File: src/rtl/serial_add_ctrl.sv
// serial_add_ctrl: adds two WIDTH-bit words LSB first through one full-adder cell.
// Define SERIAL_ADD_OVF_EN to add the registered signed-overflow output Ovf.
module serial_add_ctrl #(
  parameter int WIDTH = 8
) (
  input  logic             clk,
  input  logic             rst,
  input  logic             start,
  input  logic [WIDTH-1:0] A,
  input  logic [WIDTH-1:0] B,
  input  logic             Cin,
  output logic             busy,
  output logic             done,
  output logic [WIDTH-1:0] S,
  output logic             Cout
`ifdef SERIAL_ADD_OVF_EN
  ,
  output logic             Ovf
`endif
);

  localparam int CW = $clog2(WIDTH) + 1;

  typedef enum logic [1:0] {
    IDLE = 2'd0,
    RUN  = 2'd1,
    DONE = 2'd2
  } state_t;

  state_t           state_q, state_d;
  logic [WIDTH-1:0] a_q, a_d;
  logic [WIDTH-1:0] b_q, b_d;
  logic [WIDTH-1:0] sum_q, sum_d;
  logic             carry_q, carry_d;
  logic [CW-1:0]    cnt_q, cnt_d;
  logic [WIDTH-1:0] s_q, s_d;
  logic             cout_q, cout_d;
`ifdef SERIAL_ADD_OVF_EN
  logic             ovf_q, ovf_d;
`endif

  logic fa_s;
  logic fa_c;

  // The single full-adder cell being time-shared across all bit positions.
  assign fa_s = a_q[0] ^ b_q[0] ^ carry_q;
  assign fa_c = (a_q[0] & b_q[0]) |
                (a_q[0] & carry_q) |
                (b_q[0] & carry_q);

  always_comb begin
    state_d = state_q;
    a_d     = a_q;
    b_d     = b_q;
    sum_d   = sum_q;
    carry_d = carry_q;
    cnt_d   = cnt_q;
    s_d     = s_q;
    cout_d  = cout_q;
`ifdef SERIAL_ADD_OVF_EN
    ovf_d   = ovf_q;
`endif
    unique case (state_q)
      IDLE: begin
        if (start) begin
          a_d     = A;
          b_d     = B;
          carry_d = Cin;
          cnt_d   = '0;
          state_d = RUN;
        end
      end
      RUN: begin
        sum_d          = sum_q >> 1;
        sum_d[WIDTH-1] = fa_s;
        a_d            = a_q >> 1;
        b_d            = b_q >> 1;
        carry_d        = fa_c;
        cnt_d          = cnt_q + 1'b1;
        if (cnt_q == CW'(WIDTH - 1)) begin
          s_d     = sum_d;
          cout_d  = fa_c;
`ifdef SERIAL_ADD_OVF_EN
          // carry_q still holds the carry into the MSB here
          ovf_d   = carry_q ^ fa_c;
`endif
          state_d = DONE;
        end
      end
      DONE: begin
        state_d = IDLE;
      end
      default: begin
        state_d = IDLE;
      end
    endcase
  end

  always_ff @(posedge clk or posedge rst) begin
    if (rst) begin
      state_q <= IDLE;
      a_q     <= '0;
      b_q     <= '0;
      sum_q   <= '0;
      carry_q <= 1'b0;
      cnt_q   <= '0;
      s_q     <= '0;
      cout_q  <= 1'b0;
`ifdef SERIAL_ADD_OVF_EN
      ovf_q   <= 1'b0;
`endif
    end else begin
      state_q <= state_d;
      a_q     <= a_d;
      b_q     <= b_d;
      sum_q   <= sum_d;
      carry_q <= carry_d;
      cnt_q   <= cnt_d;
      s_q     <= s_d;
      cout_q  <= cout_d;
`ifdef SERIAL_ADD_OVF_EN
      ovf_q   <= ovf_d;
`endif
    end
  end

  assign busy = (state_q == RUN);
  assign done = (state_q == DONE);
  assign S    = s_q;
  assign Cout = cout_q;
`ifdef SERIAL_ADD_OVF_EN
  assign Ovf  = ovf_q;
`endif

endmodule
File: config.mk
export PLATFORM = sky130hd
export DESIGN_NAME = serial_add_ctrl
export DESIGN_NICKNAME = d
export VERILOG_FILES = /design/src/rtl/serial_add_ctrl.sv
export SDC_FILE = /design/constraint.sdc
export NUM_CORES = 1
export LEC_CHECK = 0
export ABC_AREA = 1
export CAP_MARGIN = 20
export CORE_MARGIN = 3
export CORE_UTILIZATION = 46
export DETAILED_ROUTE_END_ITERATION = 10
export GPL_TIMING_DRIVEN = 0
export PLACE_DENSITY_LB_ADDON = 0.2
export SLEW_MARGIN = 20
export SYNTH_ARGS = -nofsm -noshare
export SYNTH_HDL_FRONTEND = slang
export SYNTH_SLANG_ARGS = --single-unit
File: constraint.sdc
create_clock -name clk -period 1 [get_ports clk]
set_input_delay 0.2 -clock clk [delete_from_list [all_inputs] [get_ports clk]]
set_output_delay 0.2 -clock clk [all_outputs]
set_load 0.01 [all_outputs]
==> results of run 1 <==
[cells by family (layout without fill, tap and decap cells)]
| kind of cell | Yosys count | after routing | synth area share (%) |
|---|---|---|---|
| flops | 39 | 39 | 57.1 |
| fa+ha+maj | 2 | 2 | 1.90 |
| simple gates | 134 | 135 | 34.7 |
| buf+inv | 16 | 74 | 4.90 |
| compound gates | 5 | 5 | 1.46 |
[flip-flops by register name, summed over array words and instances, names as in the netlist]
| signal | flops |
|---|---|
| Cout | 1 |
| S | 8 |
| a_q | 8 |
| b_q | 8 |
| carry_q | 1 |
| cnt_q | 4 |
| state_q | 2 |
| sum_q | 7 |
[synth_stat cells, types with 2 or more instances]
cell type	number
sky130_fd_sc_hd__buf_4	2
sky130_fd_sc_hd__buf_2	6
sky130_fd_sc_hd__dfrtp_1	39
sky130_fd_sc_hd__inv_2	2
sky130_fd_sc_hd__nand2_1	71
sky130_fd_sc_hd__inv_1	3
sky130_fd_sc_hd__nand3_1	54
sky130_fd_sc_hd__o21ai_1	4
sky130_fd_sc_hd__nor2_1	4
[metal layers]
layer  up-vias  track usage, %
met4         0            11.6
met2        49            33.2
met5         -               0
met1       754            26.5
met3        15            4.22
li1        759               -
[timing repair]
action / 4_1_cts / 5_1_grt
cloned: 4 / 2
setup buffers: 13 / 4
gates resized for setup: 76 / 23
hold buffers: 0 / 0
setup endpoints to repair: 50 / 57
pin swaps: 6 / 13
[power by group through the flow]
stage	Combinational (W)	Sequential, W	Clock [W]
after global placement	0.00240	0.00266	0
after CTS	0.00327	0.00266	0.00105
after detailed placement	0.00246	0.00269	0
after global routing	0.00386	0.00275	0.00112
after floorplan	0.00155	0.00270	0
final	0.00347	0.00268	0.00104
[critical path: cells and delay by family (launching register included)]
kind                   cells  cell delay (ns)
AND/OR/NAND/NOR            1             0.07
buffers and inverters      4             0.35
flip-flops                 1             0.41
[layout make-up]
type                            count  area (sq um)  area share [%]
Buffer                             11           118            4.72
Clock buffer                        6          72.6            2.91
Clock inverter                      2          12.5           0.502
Inverter                            5          25.0            1.00
Multi-Input combinational cell    142           801            32.1
Sequential cell                    39           978            39.3
Tap cell                           46          57.6            2.31
Timing Repair Buffer               49           420            16.9
Timing Repair inverter              1          7.51           0.301
[worst max-delay path by stage]
stage | start | to | cells past startpoint
floorplan | carry_q | sum_q[7] | 3
global placement | state_q[1] | busy | 5
detailed placement | state_q[1] | busy | 5
CTS | state_q[1] | busy | 5
global route | state_q[1] | busy | 5
finish | state_q[1] | busy | 5
[through the flow]
stage	TNS, ns	total power [W]	std cells
6_report	-8.62	0.00720	301
4_1_cts	-7.27	0.00698	296
2_1_floorplan	-0.851	0.00425	196
3_3_place_gp	-15.39	0.00506	271
3_5_place_dp	-15.89	0.00515	271
5_1_grt	-10.90	0.00774	301
==> metrics.txt, run 1 <==
# TYPE chip_impl_metric gauge
chip_impl_metric{name="worst-r2r-cell-count",unit=""} 7
chip_impl_info{name="critical_path_class",value="reg2out"} 1
chip_impl_metric{name="share_comb_of_total_power",unit="%"} 48.3
chip_impl_metric{name="vias",unit=""} 1577
chip_impl_info{name="critical_path.endpoint_type",value="output port"} 1
chip_impl_metric{name="hpwl",unit="microns"} 2410
chip_impl_metric{name="met3_length",unit="microns"} 231
chip_impl_metric{name="wl_met1",unit="microns"} 1800
chip_impl_metric{name="antenna_cells",unit=""} 0
chip_impl_metric{name="timing.final.max_slew_violations",unit=""} 0
chip_impl_metric{name="gp_congestion",unit=""} 0.807
chip_impl_info{name="post-synth-top-area-cell",value="sky130_fd_sc_hd__dfrtp_1"} 1
chip_impl_metric{name="final_core_utilization",unit="%"} 71.9
chip_impl_metric{name="synth.lib_cells_used.distinct",unit=""} 20
chip_impl_metric{name="antenna_found_initial",unit=""} 0
chip_impl_metric{name="synth-edff-count",unit=""} 0
chip_impl_metric{name="later_pin_clock_latency_in_the_skew_report",unit="ns"} 0.30
chip_impl_metric{name="drtPass1Iterations",unit=""} 4
chip_impl_metric{name="drt_first_iter_violations",unit=""} 106
chip_impl_metric{name="synth_nets",unit=""} 218
chip_impl_metric{name="post_drt_via_cell_ratio",unit=""} 5.24
chip_impl_info{name="cts_tree",value="yes"} 1
chip_impl_metric{name="placeableCoreArea",unit="sq um"} 3470
chip_impl_metric{name="antenna_violating_nets_post_route",unit=""} 0
chip_impl_metric{name="hold_depth",unit=""} 3
chip_impl_metric{name="final_layout_size_suffix_gt1_share",unit="%"} 32.5
chip_impl_metric{name="relSlewSlack",unit="%"} 57.5
chip_impl_metric{name="drc",unit=""} 0
chip_impl_info{name="critical_path.cell_chain",value="inv_2 -> nand2_4 -> inv_4 -> buf_6 -> buf_6"} 1
chip_impl_info{name="top_layer",value="met4"} 1
chip_impl_metric{name="die_height",unit="microns"} 67.0
chip_impl_metric{name="reg2reg_setup_slack",unit="ns"} -0.28
chip_impl_metric{name="hold_slack",unit="ns"} 0.295
chip_impl_info{name="synthTopCellsByArea",value="sky130_fd_sc_hd__dfrtp_1, sky130_fd_sc_hd__nand3_1, sky130_fd_sc_hd__nand2_1"} 1
chip_impl_metric{name="wl_met2",unit="microns"} 2190
chip_impl_info{name="yosys_most_used_dff",value="sky130_fd_sc_hd__dfrtp_1"} 1
chip_impl_metric{name="global_route.overflow_total",unit=""} 0
chip_impl_info{name="holdCritStartpoint",value="start"} 1
chip_impl_metric{name="worst_setup_hold_path_clk_slew",unit="ns"} 0.08
chip_impl_metric{name="required",unit="ns"} 0.80
chip_impl_metric{name="async_flop_share",unit="%"} 100
chip_impl_metric{name="syn-instance-count",unit=""} 196
chip_impl_metric{name="p_sw_share",unit="%"} 38.8
chip_impl_metric{name="synth_largest_type_area_fraction",unit="%"} 57.1
chip_impl_metric{name="cap_violations",unit=""} 0
chip_impl_metric{name="area_of_the_mapped_netlist",unit="sq um"} 1710
chip_impl_metric{name="path_max_fanout",unit=""} 3
chip_impl_metric{name="final_hold_viol_count",unit=""} 0
chip_impl_metric{name="setup_slack",unit="ns"} -0.318
chip_impl_metric{name="total_length_of_routed_wires",unit="microns"} 4340
chip_impl_metric{name="ys_seq_area_share",unit="%"} 57.1
chip_impl_metric{name="port-buffer-count",unit=""} 29
chip_impl_metric{name="floorplan.initialDensity",unit="%"} 49.3
chip_impl_info{name="setup.worst_path.start_class",value="register"} 1
chip_impl_metric{name="grt_start_max_net_pins",unit=""} 40
chip_impl_metric{name="grt_pass1_wl",unit="microns"} 6880
chip_impl_metric{name="period_minus_slack",unit="ns"} 1.32
chip_impl_metric{name="globalRouteTotalUtil",unit="%"} 20.9
chip_impl_info{name="r2r_end",value="b_q[7]"} 1
chip_impl_metric{name="worst_ir_drop_vdd",unit="mV"} 1.29
chip_impl_metric{name="p_seq_share",unit="%"} 37.2
chip_impl_metric{name="cellLeakagePower",unit="nW"} 1.21
chip_impl_metric{name="clock-skew-final",unit="ns"} 0.0108
chip_impl_metric{name="dp_slack",unit="ns"} -0.615
chip_impl_metric{name="areaGrowthSynthToFinish",unit="%"} 45.7
chip_impl_metric{name="achievable-frequency",unit="MHz"} 758
chip_impl_metric{name="first_global_vias",unit=""} 1491
chip_impl_metric{name="postSynthAreaPerCell",unit="sq um"} 8.73
chip_impl_metric{name="placedInstanceArea",unit="sq um"} 2080
chip_impl_metric{name="crit_path_largest_cell_delay",unit="ns"} 0.41
chip_impl_metric{name="yosysWarnings",unit=""} 0
chip_impl_metric{name="fill_cells",unit=""} 272
chip_impl_info{name="final_cell_mix",value="sky130_fd_sc_hd__nand2_1, sky130_fd_sc_hd__nand3_1, sky130_fd_sc_hd__dfrtp_1"} 1
chip_impl_metric{name="clock_tree.htree_level_count",unit=""} 2
chip_impl_metric{name="nets",unit=""} 276
chip_impl_metric{name="internal_power",unit="W"} 0.00441
chip_impl_metric{name="die_area",unit="sq um"} 4490
chip_impl_info{name="rsz0062_at_grt",value="yes"} 1
chip_impl_metric{name="post-route-cell-area",unit="sq um"} 2490
chip_impl_metric{name="floorplan.rows",unit=""} 21
chip_impl_info{name="master_of_the_slowest_instance_on_the_critical_path",value="sky130_fd_sc_hd__dfrtp_1"} 1
chip_impl_metric{name="clock-sinks",unit=""} 39
chip_impl_metric{name="ios",unit=""} 31
chip_impl_metric{name="routed_len_inst",unit="microns"} 14.4
chip_impl_metric{name="min_period_over_period",unit="%"} 132
chip_impl_metric{name="p_switching",unit="W"} 0.00279
chip_impl_info{name="worst_hold_path_type",value="in2reg"} 1
chip_impl_metric{name="power_frac_clock",unit="%"} 14.5
chip_impl_metric{name="synth_seq_cells",unit=""} 39
chip_impl_metric{name="power_density",unit="nW/um^2"} 2890
chip_impl_metric{name="cts-buffers-inserted",unit=""} 5
chip_impl_metric{name="timing_worst_slew_pin_value",unit="ns"} 0.637
chip_impl_info{name="worstReg2RegStart",value="state_q[1]"} 1
chip_impl_info{name="cp_common_cell",value="sky130_fd_sc_hd__buf_6"} 1
chip_impl_info{name="violations",value="setup timing"} 1
chip_impl_metric{name="chipWidth",unit="microns"} 67.0
chip_impl_metric{name="finalSetupViolations",unit=""} 50
chip_impl_info{name="worstHoldEndpoint",value="a_q[2]"} 1
chip_impl_metric{name="clock_path_buffers",unit=""} 2
chip_impl_info{name="status",value="finished, violations left"} 1
chip_impl_info{name="ctsRootBufferMaster",value="sky130_fd_sc_hd__clkbuf_8"} 1
chip_impl_info{name="commonest_non_fill_non_tap_cell_in_the_layout",value="sky130_fd_sc_hd__nand2_1"} 1
chip_impl_metric{name="crit_arrival",unit="ns"} 1.12
Power figures use the tool's default switching activity.
==> run 2: changes to the inputs <==
CELL_PAD_IN_SITES_DETAIL_PLACEMENT = 1   (was unset)
CELL_PAD_IN_SITES_GLOBAL_PLACEMENT = 1   (was unset)
CORE_UTILIZATION = 35   (was 46)
==> metrics.txt, run 2 (synthesis gave the netlist of run 1 again) <==
# TYPE chip_impl_metric gauge
chip_impl_metric{name="chipWidth",unit="microns"} 75.9
chip_impl_metric{name="die_area",unit="sq um"} 5760
chip_impl_metric{name="drc",unit=""} 0
chip_impl_info{name="master_of_the_slowest_instance_on_the_critical_path",value="sky130_fd_sc_hd__dfrtp_2"} 1
chip_impl_metric{name="fin_cells",unit=""} 320
chip_impl_metric{name="p_sw_share",unit="%"} 38.5
chip_impl_metric{name="timing.final.max_slew_violations",unit=""} 0
chip_impl_info{name="top_layer",value="met4"} 1
chip_impl_info{name="path_delay_family",value="flip-flops"} 1
chip_impl_metric{name="floorplan.initialDensity",unit="%"} 37.7
chip_impl_metric{name="achievable-frequency",unit="MHz"} 762
chip_impl_info{name="setup.worst_path.start_class",value="register"} 1
chip_impl_metric{name="clock_path_buffers",unit=""} 2
chip_impl_info{name="final_cell_mix",value="sky130_fd_sc_hd__nand2_1, sky130_fd_sc_hd__nand3_1, sky130_fd_sc_hd__dfrtp_1"} 1
chip_impl_info{name="worstHoldEndpoint",value="a_q[3]"} 1
chip_impl_metric{name="later_pin_clock_latency_in_the_skew_report",unit="ns"} 0.31
chip_impl_metric{name="hpwl",unit="microns"} 2730
chip_impl_metric{name="hold_depth",unit=""} 3
chip_impl_metric{name="die_height",unit="microns"} 75.9
chip_impl_metric{name="power_density",unit="nW/um^2"} 3100
chip_impl_info{name="status",value="finished, violations left"} 1
chip_impl_metric{name="final.setup.tns",unit="ns"} -7.47
chip_impl_metric{name="ios",unit=""} 31
chip_impl_info{name="cp_common_cell",value="sky130_fd_sc_hd__buf_6"} 1
chip_impl_metric{name="timing.critical_path.buf_inv",unit=""} 3
chip_impl_metric{name="areaGrowthSynthToFinish",unit="%"} 56.8
chip_impl_metric{name="p_switching",unit="W"} 0.00320
chip_impl_metric{name="cts-buffers-inserted",unit=""} 5
chip_impl_metric{name="timing_worst_slew_pin_value",unit="ns"} 0.480
chip_impl_metric{name="total_length_of_routed_wires",unit="microns"} 5280
chip_impl_metric{name="port-buffer-count",unit=""} 29
chip_impl_metric{name="clock_tree.htree_level_count",unit=""} 2
chip_impl_metric{name="grt_start_max_net_pins",unit=""} 40
chip_impl_metric{name="relSlewSlack",unit="%"} 67.9
chip_impl_info{name="critical_path.endpoint_type",value="output port"} 1
chip_impl_metric{name="gp_congestion",unit=""} 0.766
chip_impl_metric{name="internal_power",unit="W"} 0.00511
chip_impl_metric{name="placed_cells",unit=""} 290
chip_impl_metric{name="floorplan.rows",unit=""} 24
chip_impl_metric{name="path_max_fanout",unit=""} 3
chip_impl_metric{name="power_frac_clock",unit="%"} 16.3
chip_impl_metric{name="clock-skew-final",unit="ns"} 0.0136
chip_impl_info{name="ctsRootBufferMaster",value="sky130_fd_sc_hd__clkbuf_8"} 1
chip_impl_metric{name="nets",unit=""} 276
chip_impl_info{name="r2r_end",value="sum_q[7]"} 1
chip_impl_metric{name="required",unit="ns"} 0.80
chip_impl_metric{name="wl_met2",unit="microns"} 2720
chip_impl_info{name="cts_tree",value="yes"} 1
chip_impl_metric{name="worst_ir_drop_vdd",unit="mV"} 1.67
chip_impl_info{name="commonest_non_fill_non_tap_cell_in_the_layout",value="sky130_fd_sc_hd__nand2_1"} 1
chip_impl_metric{name="globalRouteTotalUtil",unit="%"} 17.6
chip_impl_metric{name="post_layout_power",unit="W"} 0.00832
chip_impl_metric{name="reg2reg_setup_slack",unit="ns"} -0.24
chip_impl_metric{name="clock-sinks",unit=""} 39
chip_impl_metric{name="placeableCoreArea",unit="sq um"} 4530
chip_impl_info{name="rsz0062_at_grt",value="yes"} 1
chip_impl_metric{name="wl_met1",unit="microns"} 2290
chip_impl_info{name="worst_hold_path_type",value="in2reg"} 1
chip_impl_metric{name="global_route.overflow_total",unit=""} 0
chip_impl_metric{name="antenna_violating_nets_post_route",unit=""} 0
chip_impl_metric{name="final_layout_size_suffix_gt1_share",unit="%"} 34.5
chip_impl_metric{name="cellLeakagePower",unit="nW"} 1.29
chip_impl_metric{name="drt_first_iter_violations",unit=""} 49
chip_impl_metric{name="met3_length",unit="microns"} 212
chip_impl_metric{name="share_comb_of_total_power",unit="%"} 50.2
chip_impl_metric{name="first_global_vias",unit=""} 1614
chip_impl_info{name="violations",value="setup timing"} 1
chip_impl_metric{name="final_hold_viol_count",unit=""} 0
chip_impl_info{name="critical_path_class",value="reg2out"} 1
chip_impl_metric{name="antenna_found_initial",unit=""} 0
chip_impl_metric{name="antenna_cells",unit=""} 0
chip_impl_metric{name="fill_cells",unit=""} 500
chip_impl_metric{name="drtPass1Iterations",unit=""} 4
chip_impl_metric{name="p_seq_share",unit="%"} 33.5
chip_impl_metric{name="crit_path_largest_cell_delay",unit="ns"} 0.44
chip_impl_metric{name="worst_setup_hold_path_clk_slew",unit="ns"} 0.09
chip_impl_metric{name="routed_len_inst",unit="microns"} 16.5
chip_impl_metric{name="worst-r2r-cell-count",unit=""} 3
chip_impl_info{name="holdCritStartpoint",value="start"} 1
chip_impl_metric{name="post_drt_via_cell_ratio",unit=""} 4.96
chip_impl_metric{name="final_core_utilization",unit="%"} 59.2
chip_impl_metric{name="setup_slack",unit="ns"} -0.313
chip_impl_metric{name="finalSetupViolations",unit=""} 50
chip_impl_metric{name="period_minus_slack",unit="ns"} 1.31
chip_impl_info{name="worstReg2RegStart",value="carry_q"} 1
chip_impl_metric{name="crit_arrival",unit="ns"} 1.11
chip_impl_info{name="critical_path.cell_chain",value="nand2_4 -> inv_4 -> buf_6 -> buf_6"} 1
chip_impl_metric{name="vias",unit=""} 1588
chip_impl_metric{name="hold_buffers",unit=""} 0
chip_impl_metric{name="grt_pass1_wl",unit="microns"} 8080
chip_impl_metric{name="min_period_over_period",unit="%"} 131
chip_impl_metric{name="cap_violations",unit=""} 0
-- run 2: changes by cell type in the layout (fill, tap and decap cells not counted), sizes merged --
cell / delta
buf: -3
bufbuf: +1
bufinv: +1
clkbuf: +1
clkinv: +1
clkinvlp: -1
-- run 2: worst max path at each step --
stage               cells past startpoint       start       end
global placement                        5  state_q[1]      busy
floorplan                               3     carry_q  sum_q[7]
finish                                  4  state_q[0]      busy
global route                            4  state_q[1]      done
detailed placement                      5  state_q[1]      busy
CTS                                     5  state_q[1]      busy
-- run 2: layer usage --
| layer | track usage [%] | vias up |
|---|---|---|
| met5 | 0 | - |
| met4 | 3.80 | 0 |
| met3 | 5.21 | 7 |
| met2 | 31.3 | 37 |
| met1 | 21.2 | 785 |
| li1 | - | 759 |
-- run 2: layout make-up --
class	instances	area, sq um	area share [%]
Multi-Input combinational cell	142	840	31.3
Tap cell	65	81.3	3.03
Clock buffer	5	68.8	2.57
Clock inverter	3	43.8	1.63
Sequential cell	39	977	36.4
Buffer	11	126	4.71
Timing Repair Buffer	49	513	19.1
Timing Repair inverter	1	7.51	0.280
Inverter	5	25.0	0.933
-- run 2: power groups by stage --
stage | combinational [W] | clock [W] | sequential (W)
after floorplan | 0.00155 | 0 | 0.00270
after global placement | 0.00245 | 0 | 0.00268
after detailed placement | 0.00252 | 0 | 0.00270
after CTS | 0.00305 | 0.00135 | 0.00267
after global routing | 0.00454 | 0.00143 | 0.00288
final | 0.00418 | 0.00135 | 0.00279
-- run 2: metrics by stage --
step / worst slack [ns] / instance area (sq um) / hold slack, ns
finish: -0.313 / 2680 / 0.327
global route: -0.354 / 2680 / 0.373
CTS: -0.310 / 2360 / 0.284
detailed placement: -0.650 / 2100 / 0.463
global placement: -0.643 / 2100 / 0.461
floorplan: -0.0967 / 1730 / 0.172
-- run 2: worst min-delay path: cells and delay by family --
kind | cells | cell delay, ns
buffers and inverters | 1 | 0.19
AND/OR/NAND/NOR | 2 | 0.20
-- run 2: what timing repair did --
item,CTS,global route
buffers inserted,7,10
setup endpoints to repair,50,89
pin swaps,3,22
cloned,4,3
resized for setup,69,52
